$ cat src/rtl/alu_seq_pkg.sv
// Shared types for the sequential ALU: FSM states, opcodes, flag bit indices.
// Imported by alu_core and alu_seq_fsm.
package alu_seq_pkg;

  typedef enum logic [1:0] {
    S_WAIT_A  = 2'd0,
    S_WAIT_B  = 2'd1,
    S_WAIT_OP = 2'd2,
    S_SHOW    = 2'd3
  } state_t;

  typedef enum logic [2:0] {
    OP_SUB  = 3'd0,
    OP_ADD  = 3'd1,
    OP_OR   = 3'd2,
    OP_AND  = 3'd3,
    OP_XOR  = 3'd4,
    OP_SLL  = 3'd5,
    OP_SRL  = 3'd6,
    OP_PASS = 3'd7
  } op_t;

  localparam int FLAG_P = 0;
  localparam int FLAG_V = 1;
  localparam int FLAG_C = 2;
  localparam int FLAG_Z = 3;
  localparam int FLAG_N = 4;

endpackage

$ cat src/rtl/alu_seq_fsm_core.sv
// Combinational ALU: (a, b, op) -> (r, flags {N,Z,C,V,P}).
// Ports: a, b [N], op [3] in; r [N], flags [5] out.
module alu_core
  import alu_seq_pkg::*;
#(
  parameter int N = 8
) (
  input  logic [N-1:0] a,
  input  logic [N-1:0] b,
  input  logic [2:0]   op,
  output logic [N-1:0] r,
  output logic [4:0]   flags
);

  logic [N:0] sum;
  logic [N:0] diff;
  logic       c;
  logic       v;

  assign sum  = {1'b0, a} + {1'b0, b};
  // Bit N of the extended difference is the borrow.
  assign diff = {1'b0, a} - {1'b0, b};

  always_comb begin
    r = '0;
    c = 1'b0;
    v = 1'b0;
    unique case (op_t'(op))
      OP_SUB: begin
        r = diff[N-1:0];
        c = diff[N];
        v = (a[N-1] != b[N-1]) &&
            (diff[N-1] != a[N-1]);
      end
      OP_ADD: begin
        r = sum[N-1:0];
        c = sum[N];
        v = (a[N-1] == b[N-1]) &&
            (sum[N-1] != a[N-1]);
      end
      OP_OR:   r = a | b;
      OP_AND:  r = a & b;
      OP_XOR:  r = a ^ b;
      OP_SLL: begin
        r = {a[N-2:0], 1'b0};
        c = a[N-1];
      end
      OP_SRL: begin
        r = {1'b0, a[N-1:1]};
        c = a[0];
      end
      OP_PASS: r = a;
    endcase
  end

  always_comb begin
    flags         = '0;
    flags[FLAG_N] = r[N-1];
    flags[FLAG_Z] = (r == '0);
    flags[FLAG_C] = c;
    flags[FLAG_V] = v;
    flags[FLAG_P] = ^r;
  end

endmodule

$ cat src/rtl/alu_seq_fsm.sv
// Sequential ALU: operands A, B and opcode entered one per enter pulse.
// Ports: clk, reset, clear, enter, data_in[N], op_in[3] in;
// display[N], result[N], flags[5], state[2], result_valid out.
module alu_seq_fsm
  import alu_seq_pkg::*;
#(
  parameter int N = 8
) (
  input  logic         clk,
  input  logic         reset,
  input  logic [N-1:0] data_in,
  input  logic [2:0]   op_in,
  input  logic         enter,
  input  logic         clear,
  output logic [N-1:0] display,
  output logic [N-1:0] result,
  output logic [4:0]   flags,
  output logic [1:0]   state,
  output logic         result_valid
);

  state_t      st;
  logic [N-1:0] a_reg;
  logic [N-1:0] b_reg;
  logic [2:0]   op_reg;
  logic [2:0]   op_sel;
  logic [N-1:0] alu_r;
  logic [4:0]   alu_f;

  // Live opcode while it is being entered, else the held one.
  assign op_sel = (st == S_WAIT_OP) ? op_in : op_reg;

  alu_core #(.N(N)) u_core (
    .a     (a_reg),
    .b     (b_reg),
    .op    (op_sel),
    .r     (alu_r),
    .flags (alu_f)
  );

  always_ff @(posedge clk) begin
    if (reset || clear) begin
      st           <= S_WAIT_A;
      a_reg        <= '0;
      b_reg        <= '0;
      op_reg       <= '0;
      result       <= '0;
      flags        <= '0;
      result_valid <= 1'b0;
    end else if (enter) begin
      unique case (st)
        S_WAIT_A: begin
          a_reg <= data_in;
          st    <= S_WAIT_B;
        end
        S_WAIT_B: begin
          b_reg <= data_in;
          st    <= S_WAIT_OP;
        end
        S_WAIT_OP: begin
          op_reg       <= op_in;
          result       <= alu_r;
          flags        <= alu_f;
          result_valid <= 1'b1;
          st           <= S_SHOW;
        end
        S_SHOW: begin
          a_reg        <= result;
          result_valid <= 1'b0;
          st           <= S_WAIT_B;
        end
      endcase
    end
  end

  assign state = st;

  always_comb begin
    display = data_in;
    unique case (st)
      S_WAIT_A:  display = data_in;
      S_WAIT_B:  display = data_in;
      S_WAIT_OP: display = N'(op_in);
      S_SHOW:    display = result;
    endcase
  end

endmodule

$ cat config.mk
export PLATFORM = sky130hd
export DESIGN_NAME = alu_seq_fsm
export DESIGN_NICKNAME = d
export VERILOG_FILES = /design/src/rtl/alu_seq_pkg.sv /design/src/rtl/alu_seq_fsm_core.sv /design/src/rtl/alu_seq_fsm.sv
export SDC_FILE = /design/constraint.sdc
export NUM_CORES = 1
export LEC_CHECK = 0
export BUFFER_PORTS_ARGS = -buffer_cell sky130_fd_sc_hd__buf_2
export CORE_UTILIZATION = 59
export CTS_BUF_LIST = sky130_fd_sc_hd__clkbuf_4 sky130_fd_sc_hd__clkbuf_8 sky130_fd_sc_hd__clkbuf_16
export DETAILED_ROUTE_END_ITERATION = 7
export PLACE_DENSITY = 0.9
export SETUP_SLACK_MARGIN = 0.3
export SYNTH_ARGS = -nofsm -noshare
export SYNTH_HDL_FRONTEND = slang
export SYNTH_SLANG_ARGS = --single-unit
$ cat constraint.sdc
create_clock -name clk -period 3.1 [get_ports clk]
set_input_delay 0.155 -clock clk [delete_from_list [all_inputs] [get_ports clk]]
set_output_delay 0.155 -clock clk [all_outputs]
set_load 0.1 [all_outputs]
# After elaboration in Yosys (flattened, before gate mapping)
# Index checks and enable logic that the tools add are counted.
dict set report op_classes {
  n_mux 8
  n_div 0
  shifts 0
  order_cmp 0
  n_bitwise 3
  reduce_logical 15
  n_eq_ne 14
  n_addsub 2
  mul 0
}
# cell count
set ops {}
lappend ops {{$pmux W8 S8} 1}
lappend ops {{$pmux W8 S3} 1}
lappend ops {{$pmux W8 S2} 1}
lappend ops {{$eq A3 B3 Y1 const B} 4}
lappend ops {{$add A8 B8 Y9} 1}
lappend ops {{$sub A8 B8 Y9} 1}
lappend ops {{$and A8 B8 Y8} 1}
lappend ops {{$logic_not A8 Y1} 1}
lappend ops {{$or A8 B8 Y8} 1}
lappend ops {{$reduce_and A2 Y1} 4}
lappend ops {{$reduce_xor A8 Y1} 1}
lappend ops {{$xor A8 B8 Y8} 1}
lappend ops {{$eq A3 B2 Y1 const B} 2}
lappend ops {{$pmux W2 S3} 1}
lappend ops {{$eq A2 B2 Y1 const B} 2}
lappend ops {{$pmux W1 S2} 2}
lappend ops {{$pmux W1 S4} 1}
lappend ops {{$reduce_bool A2 Y1} 2}
lappend ops {{$reduce_or A2 Y1} 2}
lappend ops {{$eq A3 B1 Y1 const B} 1}
lappend ops {{$logic_not A3 Y1} 1}
lappend ops {{$mux W3} 1}
lappend ops {{$ne A1 B1 Y1} 3}
lappend ops {{$eq A2 B1 Y1 const B} 1}
lappend ops {{4 further kinds} 5}
dict set report word_totals {
  latchBits 0
  output_inout_bits 24
  regBits 35
  mem_count 0
  rom_bits 0
  elab_cells 49
  ramBits 0
}

# Logic depth before layout (Yosys ltp)
dict set report logic_depth {
  word_depth 5
  ltp_mapped 15
}

# Cells and area by module
# A second synthesis with hierarchy kept.
dict set report hier_totals {
  cells_unflattened 410
  hier_area_um2 3275.6
}
# mod n_inst seq_area_each_um2 area_each_um2 cells_each
set modules_own_cells {}
lappend modules_own_cells {alu_core 1 0.0 1672.9 227}
lappend modules_own_cells {alu_seq_fsm 1 700.7 1602.8 183}

# Least setup slack after synthesis
# Ideal clock, no wire load.
dict set report synth_path {
  kind {register to register}
  from {register st[1] (netlist: state[1])}
  to {register flags[0]}
  slack_ns -0.308
  setup_ns 0.086
  path_stages_with_launch 12
  t_required_ns 3.014
  path_buffers 0
  arrival_time_ns 3.323
  cell_sequence {dfxtp_1 ha_1 mux2_2 and2_1 o311ai_2 o21ai_0 a32o_1 a21oi_2 ha_1 xnor2_1 xnor2_1 a211oi_1}
}
dict set report synth_via {
  elab_chain_len 5
  word_cells_on_any_way 13
  classes_between {eq/ne: 8; mux: 2; reduce/logical: 3}
}
# element line_no
set synth_rtl {}
lappend synth_rtl {{start, declared} alu_seq_fsm.sv:22} ;# state_t st;
lappend synth_rtl {{start signal, assigned} alu_seq_fsm.sv:43} ;# st <= S_WAIT_A;
lappend synth_rtl {{start signal, assigned} alu_seq_fsm.sv:54} ;# st <= S_WAIT_B;
lappend synth_rtl {{start signal, assigned} alu_seq_fsm.sv:58} ;# st <= S_WAIT_OP;
lappend synth_rtl {{$eq A2 B2 Y1 (*)} {alu_seq_fsm.sv:31, alu_seq_fsm.sv:51}}
lappend synth_rtl {{$mux W3} n/a}
lappend synth_rtl {{$eq A3 B3 Y1 (tied with other cells)} alu_seq_fsm_core.sv:28} ;# unique case (op_t'(op))
lappend synth_rtl {{$pmux W8 S8} alu_seq_fsm_core.sv:28}
lappend synth_rtl {{$reduce_xor A8 Y1} alu_seq_fsm_core.sv:62} ;# flags[FLAG_P] = ^r;
lappend synth_rtl {{end signal, assigned} alu_seq_fsm.sv:63} ;# flags <= alu_f;
lappend synth_rtl {{end, declared} alu_seq_fsm.sv:17} ;# output logic [4:0] flags,
# Every way passes the cells marked *; elsewhere a longest branch is shown, timed or not.
# A chain may end at the register's enable or synchronous reset.

# Final worst setup path
dict set report layout_path {
  from {register b_reg[1]}
  to {register flags[0]}
}
dict set report layout_via {
  elab_chain_len 3
  word_cells_on_any_way 7
  classes_between {add/sub: 2; mux: 1; bitwise: 3; reduce/logical: 1}
}
# element line_no
set layout_rtl {}
lappend layout_rtl {{start, declared} alu_seq_fsm.sv:24} ;# logic [N-1:0] b_reg;
lappend layout_rtl {{start signal, assigned} alu_seq_fsm.sv:57} ;# b_reg <= data_in;
lappend layout_rtl {{$add A8 B8 Y9 (tied with other cells)} alu_seq_fsm_core.sv:20} ;# assign sum = {1'b0, a} + {1'b0, b};
lappend layout_rtl {{$pmux W8 S8 (*)} alu_seq_fsm_core.sv:28}
lappend layout_rtl {{$reduce_xor A8 Y1 (*)} alu_seq_fsm_core.sv:62}
# Marks and branches as above.

==> impl_metrics.ini <==
[status]
status = finished clean

[placement]
post-dp-hpwl_mm = 6.37
place_worst_setup_slack_ns = 0.102
portBuffers = 38
placed_area_um2 = 3200
place_congestion = 0.930

[layout]
layout-drive-gt1-share_pct = 26.3
fillers = 344
nets = 466
antenna_cells = 0
fin_area_um2 = 3470
areaGrowthSynthToFinish_pct = 18.8

[pwr]
combPwrFrac_pct = 34.9
power_frac_seq_pct = 37.8
pwr-share-clk_pct = 27.3
p_leak_uw = 0.00136
switching_share_pct = 37.2
p_sw_uw = 447
powerDensity_nw_per_um2 = 346
peakVddDrop_mv = 0.402
p_int_uw = 754

[cts]
h-tree-depth = 2
cts_tree = done
path_clk_slew_ns = 0.07
cts_root_buf = clkbuf_8
cts_max_path_buffers = 2
numCtsBuffers = 5
clock_latency_ns = 0.29
hold_buffers = 0
numClockSinks = 34

[logic_synthesis]
synth_compound_area_share_pct = 28.1
ys_async_sr_fraction_pct = 0
synth_edf_count = 0
syn-cell-area_um2 = 2920
synth_xor_area_share_pct = 3.59
synthFlopType = dfxtp_1
synth_area_leader_cell = dfxtp_1
synth_cells = 377
synth_area_per_cell_um2 = 7.76
synth-seq-cells = 34
yosys.area_share.simple_pct = 16.2
ys_seq_area_share_pct = 23.3
synth_top_family_by_area = compound AO/OA/AOI/OAI gates
synthMuxAreaShare_pct = 6.93
yosysUniqueCellTypes = 54
synth-adder-area-share_pct = 14.6
synth_top_area_share_pct = 23.3
ys_top_cells_by_area = dfxtp_1 (23%), ha_1 (13%), a21oi_1 (7.5%), nand2_1 (7.1%), o21ai_0 (3.6%)
ys.warnings.count = 0
syn-num-nets = 425

[setup_path]
crit_path_start_kind = flip-flop
cp_num_buf_inv = 1
criticalPathCategory = reg2reg
crit_family = compound AO/OA/AOI/OAI gates
critPathSlowestCell = a221o_1
critPathCaptureType = flip-flop
slowest_delay_ns = 0.38
worstPathRequired_ns = 3.31
worstPathArrival_ns = 2.99
path_cells = inv_1 -> ha_4 -> o21bai_1 -> a21oi_2 -> nor2_1 -> a221o_1 -> mux2i_1 -> nand3_1 -> ha_1 -> xnor2_2 -> xnor2_1 -> a211oi_1
cp_max_fo = 4

[sta]
tightest_slew_ns = 1.03
final_max_slew_viol_count = 0
setup_viol = 0
finalSetupTns_ns = 0
grt_setup_unrepaired = true
skew_ns = 0.00570
max_freq_mhz = 359
fin_crit_sh_pct = 89.9
setup_slack_ns = 0.314
final.min_clock_period_ns = 2.79
relSlewSlack_pct = 30.9
hold_violations = 0

[detailed_routing]
wl_per_cell_um = 18.7
postRouteAntennaNets = 0
highest_layer = met4
wl_met2_mm = 4.36
routed-wl-met3_um = 853
drt_wl_total_mm = 9.08
routed_via_density = 6.44
drt_iter0_markers = 402
drcViolationCount = 0
firstDrtPassIters = 6
num_vias = 3131
m1WireLength_mm = 3.44

[global_route]
track_usage_pct = 35.0
grt_remaining_overflow = 0
grt_pass1_vias = 2867
antenna_found_initial = 0
grt_max_degree = 22
grt_pass1_wl_mm = 13.9

[floorplanning]
io-pin-count = 39
die_area_um2 = 5240
row_count = 25
design.core.area_um2 = 4750
start_util_pct = 61.5
dieHeight_um = 72.4
chipWidth_um = 72.4

[hold_path]
hold_class = in2reg

[job]
drv_cap = 0
-- cells in the mapped netlist, drive strengths merged, types with 3 or more instances --
library cell and n:
dfxtp 34, a31oi 5, o31ai 6, and2 7
a21o 4, a21oi 45, nand3 10, a211oi 5
o211ai 3, o21ai 24, inv 24, a221o 4
mux2 3, xnor2 10, nand2b 3, clkbuf 13
a22o 6, o21bai 5, ha 31, nand2 55
nor2 25, o22ai 4, a32o 4, buf 12
nor3 4, mux2i 10
-- through the flow --
step                cells  power (uW)  util, %  hold WS (ns)
global route          486        1240     73.1         0.122
floorplan             377         754        -         0.250
global placement      471         830     67.3         0.422
detailed placement    471         840     67.3         0.427
finish                486        1200     73.1         0.121
CTS                   484        1180     72.0         0.127
-- final timing paths --
kind / start / endpoint / slack (ns) / depth (start not counted)
setup / recovery: b_reg[1]$_SDFFE_PP0P_ / flags[0]$_SDFFE_PP0P_ / 0.31 / 12
hold / removal: data_in[6] / b_reg[6]$_SDFFE_PP0P_ / 0.12 / 3
setup reg to reg: b_reg[1]$_SDFFE_PP0P_ / flags[0]$_SDFFE_PP0P_ / 0.31 / 12
hold reg to reg: b_reg[2]$_SDFFE_PP0P_ / b_reg[2]$_SDFFE_PP0P_ / 0.49 / 2
-- power by group through the flow --
stage	combinational, uW	sequential, uW	clock (uW)
floorplan	273	482	0
global placement	367	463	0
detailed placement	376	463	0
CTS	404	454	318
global route	443	455	347
finish	419	454	327
-- worst reg2reg max path, stage by stage, from the launching register on --
cell and delay [ns]:
dfxtp_2 0.37, inv_1 0.12, ha_4 0.31, o21bai_1 0.11
a21oi_2 0.17, nor2_1 0.07, a221o_1 0.38, mux2i_1 0.17
nand3_1 0.17, ha_1 0.36, xnor2_2 0.16, xnor2_1 0.13
a211oi_1 0.19
-- cells by family after synthesis --
| kind of cell | after synthesis |
|---|---|
| buf+inv | 49 |
| compound gates | 125 |
| mux | 15 |
| xor+xnor | 12 |
| fa+ha+maj | 33 |
| flops | 34 |
| simple gates | 109 |
-- placed cells by master (no fill, tap or decap), drive strengths merged, types with 4 or more instances in the layout --
master  synthesis  final
inv            24     24
o21ai          24     24
o31ai           6      6
clkbuf         13      5
a211oi          5      5
mux2i          10     10
nor2           25     25
o21bai          5      5
xnor2          10     10
a21oi          45     45
nand2          55     55
a22o            6      6
nor3            4      4
o22ai           4      4
buf            12     59
nand3          10     10
and2            7      7
a31oi           5      5
a221o           4      4
ha             31     31
dfxtp          34     34
a21o            4      4
a32o            4      4
-- cell type report --
class	instances	area (um2)	share of cell area [%]
clock inverter	3	16.3	0.468
sequential	34	693	19.9
inverter	24	90.1	2.59
multi-input combinational	294	2170	62.4
clock buffer	5	68.8	1.98
tap	67	83.8	2.41
timing repair buffer	59	355	10.2
-- routing by layer --
layer / track usage [%] / vias up
li1: - / 1421
met1: 42.2 / 1435
met2: 59.0 / 218
met3: 7.78 / 57
met4: 17.0 / 0
met5: 0 / -
-- repair_timing --
item,4_1_cts,5_1_grt
endpoints found under the setup margin,1,2
pin swaps,5,8
buffers inserted,5,2
resized for setup,22,9
No activity file was read; power rests on OpenSTA's default activity.
